--- src/rtl/pwm_pkg.sv ---
// Shared widths and phase arithmetic for the multiphase PWM generator.
// Pure package: no state, no latency, no flow control.
package pwm_pkg;

  localparam int CNT_W_DEF = 16;
  localparam int DT_W_DEF  = 8;
  localparam int PW_W      = 32;

  // Local count of a phase-shifted channel, one conditional subtract (ph < per).
  function automatic logic [PW_W:0] phase_wrap(
    input logic [PW_W-1:0] cnt,
    input logic [PW_W-1:0] ph,
    input logic [PW_W-1:0] per
  );
    logic [PW_W:0] lc;
    lc = {1'b0, cnt} + {1'b0, ph};
    if (lc >= {1'b0, per}) begin
      lc = lc - {1'b0, per};
    end
    return lc;
  endfunction

endpackage

--- src/rtl/pwm_deadtime.sv ---
// Per-channel complementary gate pair; 1-cycle registered, rising edges delayed by dead.
// Deadtime logic only with MULTIPHASE_PWM_DEADTIME_EN; no backpressure.
module pwm_deadtime
  import pwm_pkg::*;
#(
  parameter int DT_W = DT_W_DEF
) (
  input  logic            clk,
  input  logic            rst,
  input  logic            en,
  input  logic            raw,
  input  logic [DT_W-1:0] dead,
  output logic            hi,
  output logic            lo
);

  logic cond_hi;
  logic cond_lo;

  assign cond_hi = en & raw;
  assign cond_lo = en & ~raw;

`ifdef MULTIPHASE_PWM_DEADTIME_EN
  logic [DT_W-1:0] cnt_hi;
  logic [DT_W-1:0] cnt_lo;

  // Once a side is on it stays on until its condition drops, even if dead grows.
  always_ff @(posedge clk) begin
    if (rst) begin
      cnt_hi <= '0;
      cnt_lo <= '0;
      hi     <= 1'b0;
      lo     <= 1'b0;
    end else begin
      if (!cond_hi) begin
        cnt_hi <= '0;
        hi     <= 1'b0;
      end else if (hi || cnt_hi >= dead) begin
        hi <= 1'b1;
      end else begin
        cnt_hi <= cnt_hi + DT_W'(1);
      end

      if (!cond_lo) begin
        cnt_lo <= '0;
        lo     <= 1'b0;
      end else if (lo || cnt_lo >= dead) begin
        lo <= 1'b1;
      end else begin
        cnt_lo <= cnt_lo + DT_W'(1);
      end
    end
  end
`else
  logic unused_dead;
  assign unused_dead = ^dead;

  always_ff @(posedge clk) begin
    if (rst) begin
      hi <= 1'b0;
      lo <= 1'b0;
    end else begin
      hi <= cond_hi;
      lo <= cond_lo;
    end
  end
`endif

endmodule

--- src/rtl/multiphase_pwm.sv ---
// N_CH phase-shifted complementary PWM from one period counter; shadowed config applied at wrap.
// Gates and sync lag cnt by 1 cycle; no backpressure; deadtime via MULTIPHASE_PWM_DEADTIME_EN.
module multiphase_pwm
  import pwm_pkg::*;
#(
  parameter int N_CH  = 2,
  parameter int CNT_W = CNT_W_DEF,
  parameter int DT_W  = DT_W_DEF
) (
  input  logic                  clk,
  input  logic                  rst,
  input  logic                  en,
  input  logic                  load,
  input  logic [CNT_W-1:0]      period,
  input  logic [N_CH*CNT_W-1:0] duty,
  input  logic [N_CH*CNT_W-1:0] phase,
  input  logic [DT_W-1:0]       dead,
  output logic [N_CH-1:0]       gate_hi,
  output logic [N_CH-1:0]       gate_lo,
  output logic                  sync,
  output logic                  pending
);

  logic [CNT_W-1:0]      cnt;
  logic [CNT_W-1:0]      period_a, period_s;
  logic [N_CH*CNT_W-1:0] duty_a, duty_s;
  logic [N_CH*CNT_W-1:0] phase_a, phase_s;
  logic [DT_W-1:0]       dead_a, dead_s;

  logic             per_ok;
  logic             run;
  logic             wrap;
  logic             apply;
  logic [CNT_W-1:0] per_m1;
  logic [N_CH-1:0]  raw;

  assign per_ok = period_a >= CNT_W'(2);
  assign run    = en & per_ok;
  assign per_m1 = period_a - CNT_W'(1);
  assign wrap   = run && (cnt == per_m1);
  // With no live period to finish, a pending shadow takes effect immediately.
  assign apply  = pending && (wrap || !per_ok || !en);

  always_ff @(posedge clk) begin
    if (rst) begin
      cnt      <= '0;
      period_a <= '0;
      period_s <= '0;
      duty_a   <= '0;
      duty_s   <= '0;
      phase_a  <= '0;
      phase_s  <= '0;
      dead_a   <= '0;
      dead_s   <= '0;
      pending  <= 1'b0;
      sync     <= 1'b0;
    end else begin
      if (load) begin
        period_s <= period;
        duty_s   <= duty;
        phase_s  <= phase;
        dead_s   <= dead;
      end
      if (apply) begin
        period_a <= period_s;
        duty_a   <= duty_s;
        phase_a  <= phase_s;
        dead_a   <= dead_s;
      end
      if (load) begin
        pending <= 1'b1;
      end else if (apply) begin
        pending <= 1'b0;
      end
      if (!run || wrap) begin
        cnt <= '0;
      end else begin
        cnt <= cnt + CNT_W'(1);
      end
      sync <= run && (cnt == '0);
    end
  end

  for (genvar g = 0; g < N_CH; g++) begin : g_ch
    logic [CNT_W-1:0] duty_g;
    logic [CNT_W-1:0] phase_g;
    logic [CNT_W-1:0] ph;
    logic [PW_W:0]    lc;

    assign duty_g  = duty_a[g*CNT_W +: CNT_W];
    assign phase_g = phase_a[g*CNT_W +: CNT_W];
    assign ph      = (phase_g > per_m1) ? per_m1 : phase_g;
    assign lc      = phase_wrap(PW_W'(cnt), PW_W'(ph), PW_W'(period_a));
    assign raw[g]  = lc < (PW_W+1)'(duty_g);

    pwm_deadtime #(
      .DT_W(DT_W)
    ) u_dt (
      .clk  (clk),
      .rst  (rst),
      .en   (run),
      .raw  (raw[g]),
      .dead (dead_a),
      .hi   (gate_hi[g]),
      .lo   (gate_lo[g])
    );
  end

endmodule

--- config.mk ---
export PLATFORM = sky130hd
export DESIGN_NAME = multiphase_pwm
export DESIGN_NICKNAME = d
export VERILOG_FILES = /design/src/rtl/pwm_pkg.sv /design/src/rtl/pwm_deadtime.sv /design/src/rtl/multiphase_pwm.sv
export SDC_FILE = /design/constraint.sdc
export NUM_CORES = 1
export LEC_CHECK = 0
export BUFFER_PORTS_ARGS = -buffer_cell sky130_fd_sc_hd__buf_2
export CAP_MARGIN = 15
export CORE_MARGIN = 4
export CORE_UTILIZATION = 40
export DETAILED_ROUTE_END_ITERATION = 10
export PLACE_DENSITY = 0.56
export REMOVE_ABC_BUFFERS = 1
export SKIP_LAST_GASP = 1
export SYNTH_ARGS = -nofsm -noshare
export SYNTH_HDL_FRONTEND = slang
export SYNTH_SLANG_ARGS = --single-unit
--- constraint.sdc ---
create_clock -name clk -period 26.9 [get_ports clk]
set_input_delay 8.07 -clock clk [delete_from_list [all_inputs] [get_ports clk]]
set_output_delay 8.07 -clock clk [all_outputs]
set_load 0.005 [all_outputs]
==> impl_summary.txt, run 1 <==
----------------------------------------------------
[Routing]
  DR vias ... 10,100
  Detailed-route wire length ... around 33 mm
  Routed wire per std cell ... 17.2 µm
  Drt first pass iters ... 5
  Post-detailed-route count of antenna-violating nets ... 0
  DRC Markers ... 0
  Drt via density ... 5.33
  Iter 0 DRT Violations ... 531

[Placed design]
  Pre-CTS worst setup slack ... between 15,000 and 20,000 ps
  Sum of net half-perimeters after detailed placement ... 25.5 mm
  Instance area after placement ... 13,300 µm²
  Quantity of I/O buffers inserted on ports ... roughly 90
  Placed cell count ... 1,867
  Routability congestion estimate ... 0.940

[Critical path]
  Worst setup path class ... flip-flop to flip-flop
  Worst EP arrival ... 11,380 ps
  Timing startpoint of the critical path ... period_a[1]
  Depth of the worst register-to-register path ... 37
  Worst EP required ... 27,290 ps
  Critical path peak fanout ... 22
  Peak per-stage delay on the critical path ... 880 ps
  Endpoint type of the worst setup path ... flip-flop
  Setup slack of the most critical reg-to-reg path ... roughly 16,000 ps
  Worst path buffer plus inverter count ... 3
  Slowest CP cell ... or4_1
  Worst reg2reg path endpoint ... g_ch[1].u_dt.hi
  Setup crit start kind ... flip-flop
  Source of the worst register-to-register timing path ... period_a[1]
  Cell family contributing the most delay on the critical path ... compound AO/OA/AOI/OAI gates

[Hold path]
  Worst Hold Path EP ... period_s[3]
  Kind of path behind the tightest hold check ... flip-flop to flip-flop
  Number of cells on the worst hold path ... 2
  Hold wc startpoint ... period_s[3]

[CTS]
  Clock Root Buffer ... clkbuf_16
  Clock latency on the worst-skew pair ... 460 ps
  Total setup buffers inserted after CTS ... 0
  TritonCTS sink count ... 182
  Register clock-pin slew on the reported worst setup and hold paths ... 70 ps
  Maximum count of clock buffers along a single path ... 2
  Hold-fix buffer count after cts ... 0
  H-tree Lvls ... 4
  Clock buffer count from CTS ... 17
  Clock tree from TritonCTS ... yes
  CTS resizes ... 0

[Timing]
  Clock period minus final worst setup slack ... 10,990 ps
  Headroom to the max-slew limit ... 0.395
  Fmax ... 91.0 MHz
  Setup repair after global routing missed its margin ... false
  Clock skew ... 15.0 ps
  Endpoints failing hold ... 0
  Total negative slack ... 0 ps
  Share of the clock period used by the worst path after layout ... 0.409
  Final setup fails ... 0
  Fin worst setup slack ... 15,910 ps
  Worst hold slack after final layout ... 495 ps
  Pins Over Slew Limit ... 0
  Transition time at the pin with the least slew margin ... 907 ps

[Global route]
  Vias in the first global route ... a little under 10,000
  Maximum number of pins on one net before global-route repair ... 86
  Global route total overflow ... 0
  Global-route usage over all layers ... 0.191
  Initial antenna violation count ... 0
  Wire length of the first global-routing pass ... 52.4 mm

[Floorplanning]
  Die height ... 186 µm
  Num rows ... 65
  Die area ... around 35,000 µm²
  Core Area ... roughly 31,000 µm²
  Width of the die ... 186 µm
  Boundary Pins ... 98
  Effective utilization at floorplan ... 0.404

[Layout]
  Fraction of layout instances using a drive strength above 1 ... 0.122
  Finished Layout Cells ... between 1,500 and 2,000
  Final instance area ... 13,900 µm²
  Total inserted antenna cells ... 0
  Layout overhead on the synthesized area ... 9.09%
  Net count, final ... approximately 1,700
  Layout filler cell count ... about 3,100
  Final core area utilization ... 0.441

[Power and ir drop]
  Switching power share of the total ... 0.364
  Internal power consumption ... 0.577 mW
  Overall power ... between 0.9 and 1 mW
  Highest ir drop seen on vdd ... around 0.047 mV
  Switching power ... 0.330 mW
  Pwr/cell area ... between 60 and 70 nW/µm²
  Proportion of power drawn by combinational gates ... 0.407
  Leak pwr ... 6.36 nW
  Share of power burned in registers ... 0.321
  Portion of total power attributed to the clock network ... 0.272

[Yosys]
  Number of synthesized flops with an enable pin ... 0
  Register area share after synthesis ... 0.287
  Most used DFF post-synth ... dfxtp_1
  Per-instance average area after synthesis ... 8.86 µm²
  Register bit count reported by yosys ... 182
  Warnings, synthesis ... 0
  Number of unique standard cell types used by synthesis ... roughly 80
  Async SR Flop Fraction ... 0
  Gate Count Post-Synth ... 1,435
  Cell Area, Synth ... 12,700 µm²

[Outcome]
  Outcome ... completed

[Job]
  Maxcap violations ... 0

----------------------------------------------------
## layout make-up
class                           instances  area, µm²  area share
Multi-Input combinational cell       1102       8320       0.600
Clock inverter                         15        155      0.0112
Clock buffer                           17        425      0.0307
Sequential cell                       182       3640       0.263
Tap cell                              402        503      0.0363
Timing Repair Buffer                   95        495      0.0357
Inverter                               86        323      0.0233
## how the worst max path moves through the flow
stage                            endpoint  slack, ps  depth (start not counted)
after floorplan                 duty_a[0]      16530                          5
after global placement    g_ch[1].u_dt.hi      15970                         37
after detailed placement  g_ch[1].u_dt.hi      15830                         37
after CTS                 g_ch[1].u_dt.hi      15820                         37
after global routing      g_ch[1].u_dt.hi      15110                         37
final                     g_ch[1].u_dt.hi      15910                         37
## power by group through the flow
stage                     clock, mW  sequential, mW  combinational, mW
final                         0.246           0.291              0.369
after floorplan                   0           0.295              0.283
after global placement            0           0.298              0.363
after detailed placement          0           0.298              0.369
after CTS                     0.254           0.292              0.372
after global routing          0.266           0.293              0.419
## layout by cell type, fill, tap and decap left out, types with 15 or more instances in the layout
cell type	netlist	layout
xor2_1	28	28
clkbuf_16	0	17
xnor2_1	63	63
a21o_1	31	31
inv_1	86	86
mux2_2	35	35
nor3_1	17	17
nand2_1	36	36
nor2_1	219	219
mux2i_1	165	165
nand4_1	20	20
nor2b_1	15	15
o21ai_0	41	41
buf_2	8	87
dfxtp_1	182	182
ha_1	128	128
a21oi_1	68	68
and3_1	18	18
nand3_1	32	32
o21a_1	19	19
## routing by layer
metal	GRT usage	vias to the layer above	share of wire
met5	0	-	0
met2	0.314	175	0.46
li1	-	5198	-
met3	0.0352	26	0.036
met1	0.258	4722	0.49
met4	0.0501	0	0.015
## flip-flops by register name, summed over array words and instances (netlist names), 2 cells and up
name          count
period_a         16
duty_s           32
duty_a           32
period_s         16
cnt              16
phase_a          32
g_ch.u_dt.lo      2
g_ch.u_dt.hi      2
phase_s          32
## cell usage after synthesis, types with 7 or more instances
master | instances | area share
o21bai_1 | 10 | 0.0059
xnor2_1 | 63 | 0.043
xor2_1 | 28 | 0.019
buf_2 | 8 | 0.0032
a21o_1 | 31 | 0.018
and3_1 | 18 | 0.0089
nand2_1 | 36 | 0.011
buf_12 | 8 | 0.013
nand3_1 | 32 | 0.013
nor2b_1 | 15 | 0.0074
nor2_1 | 219 | 0.065
o21ai_0 | 41 | 0.016
mux2i_1 | 165 | 0.13
o21a_1 | 19 | 0.011
and2_1 | 7 | 0.0034
nor4_1 | 7 | 0.0034
dfxtp_1 | 182 | 0.29
mux2_2 | 35 | 0.031
a31oi_1 | 12 | 0.0059
ha_1 | 128 | 0.13
or3_1 | 7 | 0.0034
nor3_1 | 17 | 0.0067
nand2b_1 | 11 | 0.0054
a211oi_1 | 11 | 0.0065
nand4_1 | 20 | 0.0098
clkbuf_1 | 38 | 0.011
a21oi_1 | 68 | 0.027
inv_1 | 86 | 0.025
## worst min-delay path: cells and delay by family (launching register included)
family / cells / cell delay (ps)
flip-flops: 1 / 330
multiplexers: 1 / 60
AND/OR/NAND/NOR: 1 / 70
## logic make-up after synthesis
kind of cell / count (synthesis) / synth area share
adder cells (fa/ha/maj): 132 / 0.132
buffers and inverters: 151 / 0.0595
AO/OA/AOI/OAI: 256 / 0.135
flip-flops: 182 / 0.287
AND/OR/NAND/NOR: 416 / 0.156
XOR/XNOR: 92 / 0.0645
multiplexers: 206 / 0.166
(Power assumes the default switching activity.)
==> run 2: changes to the inputs <==
--- a/config.mk
+++ b/config.mk
@@ -10,7 +10,7 @@
 export CORE_MARGIN = 4
 export CORE_UTILIZATION = 40
 export DETAILED_ROUTE_END_ITERATION = 10
-export PLACE_DENSITY = 0.56
+export PLACE_DENSITY = 0.58
 export REMOVE_ABC_BUFFERS = 1
 export SKIP_LAST_GASP = 1
 export SYNTH_ARGS = -nofsm -noshare
==> constraint.sdc (replaced) <==
create_clock -name clk -period 9.35 [get_ports clk]
set_input_delay 2.805 -clock clk [delete_from_list [all_inputs] [get_ports clk]]
set_output_delay 2.805 -clock clk [all_outputs]
set_load 0.005 [all_outputs]
==> impl_summary.txt, run 2 (synthesized netlist as in run 1, its figures left out) <==
----------------------------------------------------
[Outcome]
  Outcome ... completed

[Timing]
  Total negative slack ... 0 ps
  Headroom to the max-slew limit ... 0.506
  Share of the clock period used by the worst path after layout ... 0.960
  Clock period minus final worst setup slack ... 8970 ps
  Worst hold slack after final layout ... 494 ps
  Fmax ... between 100 and 150 MHz
  Endpoints failing hold ... 0
  Clock skew ... 17.1 ps
  Transition time at the pin with the least slew margin ... about 730 ps
  Fin worst setup slack ... 375 ps
  Pins Over Slew Limit ... 0
  Final setup fails ... 0

[CTS]
  Clock latency on the worst-skew pair ... 460 ps
  Clock tree from TritonCTS ... yes
  Maximum count of clock buffers along a single path ... 2
  Hold-fix buffer count after cts ... 0
  H-tree Lvls ... 4
  Register clock-pin slew on the reported worst setup and hold paths ... ~90 ps
  Clock buffer count from CTS ... 17
  Clock Root Buffer ... clkbuf_16
  TritonCTS sink count ... 182

[Global route]
  GR Util met2 ... 0.329
  Maximum number of pins on one net before global-route repair ... 65
  Most used routing layer in global routing ... met2
  Global route total overflow ... 0
  Initial antenna violation count ... 0
  Met1 track demand over resource in global routing ... 0.265
  Met3 usage in global routing ... 0.0325
  Global-route usage over all layers ... 0.199
  Vias in the first global route ... between 10,000 and 15,000
  Wire length of the first global-routing pass ... roughly 55 mm

[Power and ir drop]
  Pwr/cell area ... 187 nW/µm²
  Leak pwr ... 7.02 nW
  Overall power ... around 2.8 mW
  Highest ir drop seen on vdd ... 0.142 mV

[Critical path]
  Worst setup path class ... flip-flop to flip-flop
  Setup crit start kind ... flip-flop
  Peak per-stage delay on the critical path ... around 610 ps
  Critical path peak fanout ... 8
  Worst EP required ... 9670 ps
  Endpoint type of the worst setup path ... flip-flop
  Setup slack of the most critical reg-to-reg path ... 380 ps
  Worst EP arrival ... 9300 ps
  Slowest CP cell ... or4_4

[Routing]
  Detailed-route wire length ... about 35 mm
  Drt first pass iters ... 5
  Post-detailed-route count of antenna-violating nets ... 0
  Iter 0 DRT Violations ... 503
  DR vias ... between 10,000 and 15,000
  Routed wire per std cell ... around 17 µm
  DRC Markers ... 0
  Drt via density ... 5.23

[Placed design]
  Quantity of I/O buffers inserted on ports ... 89
  Routability congestion estimate ... 0.948
  Pre-CTS worst setup slack ... -42.7 ps
  Sum of net half-perimeters after detailed placement ... 27.0 mm

[Floorplanning]
  Die height ... 186 µm
  Core Area ... 31,500 µm²
  Width of the die ... 186 µm
  Num rows ... 65
  Effective utilization at floorplan ... 0.404
  Die area ... 34,700 µm²
  Boundary Pins ... slightly below 100

[Layout]
  Layout filler cell count ... between 3,000 and 4,000
  Fraction of layout instances using a drive strength above 1 ... 0.204
  Most common library cell in the layout ignoring fill and taps ... nor2_1
  Final core area utilization ... 0.476
  Total inserted antenna cells ... 0
  Area of the multi-input gates ... 8460 µm²
  Layout overhead on the synthesized area ... 17.8%
  Total area of sequential cells ... 3640 µm²
  Net count, final ... 1,836
  Most used cells in the layout excluding fill and tap cells ... nor2_1, dfxtp_1, mux2i_1

[Hold path]
  Kind of path behind the tightest hold check ... flip-flop to flip-flop

[Job]
  Maxcap violations ... 0

----------------------------------------------------
run 2: power by group:
group	leakage [nW]	switching (mW)	total (mW)	internal, mW
Combinational	5.25	0.625	1.23	0.609
Clock	0.282	0.366	0.723	0.357
Sequential	1.49	0.0234	0.835	0.812
Total	7.02	1.01	2.79	1.78
run 2: worst max-delay path, delay by kind of cell (launching register included):
kind / cells / cell delay [ps]
AOI/OAI and AO/OA: 19 / 4120
and+or+nand+nor: 7 / 1780
adders and majority gates: 5 / 1420
muxes: 3 / 580
buffers and inverters: 3 / 410
DFF: 1 / 380
xor gates and xnor gates: 1 / 160
run 2: path summary, 6_finish.rpt:
path / startpoint / to / cells after the start
max: period_a[6] / g_ch[0].u_dt.lo / 38
min: duty_a[7] / duty_a[7] / 2
max reg2reg: period_a[6] / g_ch[0].u_dt.lo / 38
min reg2reg: duty_a[7] / duty_a[7] / 2
run 2: area by class of cell:
class	count	share of cell area
well taps	402	0.0336
clock buffers	17	0.0284
inverters	86	0.0216
multi-input cells	1102	0.565
repair buffers	223	0.0976
clock inverters	15	0.0101
flip-flops and latches	182	0.243
run 2: what timing repair did:
item	in CTS	in global routing
resized for setup	1	36
setup buffers	1	5
pin swaps	1	6
endpoints found under the setup margin	2	4
run 2: per-layer routing:
| metal | wire length [µm] | vias to the layer above | share of wire |
|---|---|---|---|
| met5 | 0 | - | 0 |
| met4 | 916 | 0 | 0.026 |
| met3 | 1360 | 45 | 0.039 |
| met2 | 15800 | 208 | 0.46 |
| met1 | 16600 | 4910 | 0.48 |
| li1 | - | 5445 | - |
run 2: per-stage QoR:
stage	cells	instance area, µm²
5_1_grt	2027	15000
3_3_place_gp	1989	14200
6_report	2027	15000
3_5_place_dp	1989	14200
4_1_cts	2022	14800
2_1_floorplan	1370	12300
==> run 3: changes to the inputs <==
--- a/config.mk
+++ b/config.mk
@@ -7,10 +7,9 @@
 export LEC_CHECK = 0
 export BUFFER_PORTS_ARGS = -buffer_cell sky130_fd_sc_hd__buf_2
 export CAP_MARGIN = 15
-export CORE_MARGIN = 4
-export CORE_UTILIZATION = 40
+export CORE_UTILIZATION = 31
 export DETAILED_ROUTE_END_ITERATION = 10
-export PLACE_DENSITY = 0.58
+export PLACE_DENSITY = 0.47
 export REMOVE_ABC_BUFFERS = 1
 export SKIP_LAST_GASP = 1
 export SYNTH_ARGS = -nofsm -noshare
==> impl_summary.txt, run 3 (synthesized netlist as in run 1, its figures left out) <==
----------------------------------------------------
[Outcome]
  Outcome ... completed

[CTS]
  Clock Root Buffer ... clkbuf_16
  Register clock-pin slew on the reported worst setup and hold paths ... approximately 70 ps
  TritonCTS sink count ... roughly 180
  H-tree Lvls ... 4
  Hold-fix buffer count after cts ... 0
  Clock buffer count from CTS ... 17
  Clock latency on the worst-skew pair ... 470 ps
  Clock tree from TritonCTS ... yes
  Maximum count of clock buffers along a single path ... 2

[Power and ir drop]
  Pwr/cell area ... ~180 nW/µm²
  Highest ir drop seen on vdd ... 0.125 mV
  Leak pwr ... slightly below 7 nW

[Floorplanning]
  Num rows ... 73
  Core Area ... 40,100 µm²
  Boundary Pins ... 98
  Width of the die ... 204 µm
  Die area ... 41,800 µm²
  Effective utilization at floorplan ... 0.317
  Die height ... 204 µm

[Routing]
  DRC Markers ... 0
  Detailed-route wire length ... 36.1 mm
  DR vias ... 10,400
  Routed wire per std cell ... 17.1 µm
  Post-detailed-route count of antenna-violating nets ... 0
  Iter 0 DRT Violations ... around 480
  Drt first pass iters ... 5
  Drt via density ... 4.94

[Timing]
  Transition time at the pin with the least slew margin ... 858 ps
  Fin worst setup slack ... 407 ps
  Final setup fails ... 0
  Clock skew ... slightly below 10 ps
  Clock period minus final worst setup slack ... 8940 ps
  Worst hold slack after final layout ... 491 ps
  Share of the clock period used by the worst path after layout ... 0.956
  Total negative slack ... 0 ps
  Fmax ... 112 MHz
  Setup repair after global routing missed its margin ... false
  Pins Over Slew Limit ... 0
  Endpoints failing hold ... 0
  Headroom to the max-slew limit ... 0.428

[Layout]
  Net count, final ... 1,799
  Most common library cell in the layout ignoring fill and taps ... nor2_1
  Total inserted antenna cells ... 0
  Most used cells in the layout excluding fill and tap cells ... nor2_1, dfxtp_1, mux2i_1
  Final instance area ... 14,800 µm²
  Fraction of layout instances using a drive strength above 1 ... 0.187
  Layout overhead on the synthesized area ... 16.7%

[Critical path]
  Peak per-stage delay on the critical path ... 580 ps
  Worst EP arrival ... 9350 ps
  Worst setup path class ... flip-flop to flip-flop
  Setup crit start kind ... flip-flop
  Endpoint type of the worst setup path ... flip-flop
  Slowest CP cell ... or4_4
  Worst EP required ... 9760 ps
  Critical path peak fanout ... 8

[Global route]
  Initial antenna violation count ... 0
  Global route total overflow ... 0
  Maximum number of pins on one net before global-route repair ... 83
  Wire length of the first global-routing pass ... between 50 and 60 mm
  Global-route usage over all layers ... 0.176
  Vias in the first global route ... 10,100

[Job]
  Maxcap violations ... 0

[Hold path]
  Kind of path behind the tightest hold check ... flip-flop to flip-flop

[Placed design]
  Sum of net half-perimeters after detailed placement ... between 20 and 30 mm
  Routability congestion estimate ... 0.921
  Quantity of I/O buffers inserted on ports ... 89
  Pre-CTS worst setup slack ... 8.44 ps
  Instance area after placement ... approximately 14,000 µm²

----------------------------------------------------
## run 3: critical path, delay by kind of cell (launching register included)
kind,cells,cell delay [ps]
xor gates and xnor gates,1,200
muxes,2,690
DFF,1,310
adders and majority gates,4,1270
AOI/OAI and AO/OA,14,2850
buffers and inverters,5,840
and+or+nand+nor,11,2730
## run 3: layout make-up
cell class	instances	area, µm²
fill	4191	25300
multi-input combinational	1102	8470
sequential	182	3640
timing repair buffer	186	1180
tap	525	657
clock buffer	19	443
inverter	86	323
clock inverter	13	111
## run 3: per-stage QoR
step / util / power, mW / instances
2_1_floorplan: - / 1.66 / 1370
3_3_place_gp: 0.351 / 1.99 / 2073
3_5_place_dp: 0.351 / 2.01 / 2073
4_1_cts: 0.365 / 2.72 / 2105
5_1_grt: 0.370 / 2.93 / 2113
6_report: 0.370 / 2.72 / 2113
## run 3: report_power, final
group / switching, mW / internal [mW] / total (mW)
sequential: 0.0252 / 0.812 / 0.837
combinational: 0.614 / 0.579 / 1.19
clock: 0.334 / 0.354 / 0.689
total: 0.974 / 1.75 / 2.72
## run 3: layer usage
layer	global-route usage	vias to the layer above	share of wire
li1	-	5370	-
met3	0.0280	35	0.028
met5	0	-	0
met1	0.236	4865	0.50
met2	0.285	163	0.46
met4	0.0608	0	0.019
## run 3: final timing paths
kind	startpoint	to	slack (ps)	cells past startpoint
setup / recovery	period_a[1]	g_ch[1].u_dt.hi	410	37
hold reg to reg	duty_a[14]	duty_a[14]	490	2
hold / removal	duty_a[14]	duty_a[14]	490	2
setup reg to reg	period_a[1]	g_ch[1].u_dt.hi	410	37
## run 3: repair_timing
action / CTS / global route
pin swaps: 0 / 8
buffers inserted: 0 / 8
gates resized for setup: 1 / 37
setup endpoints to repair: 2 / 4
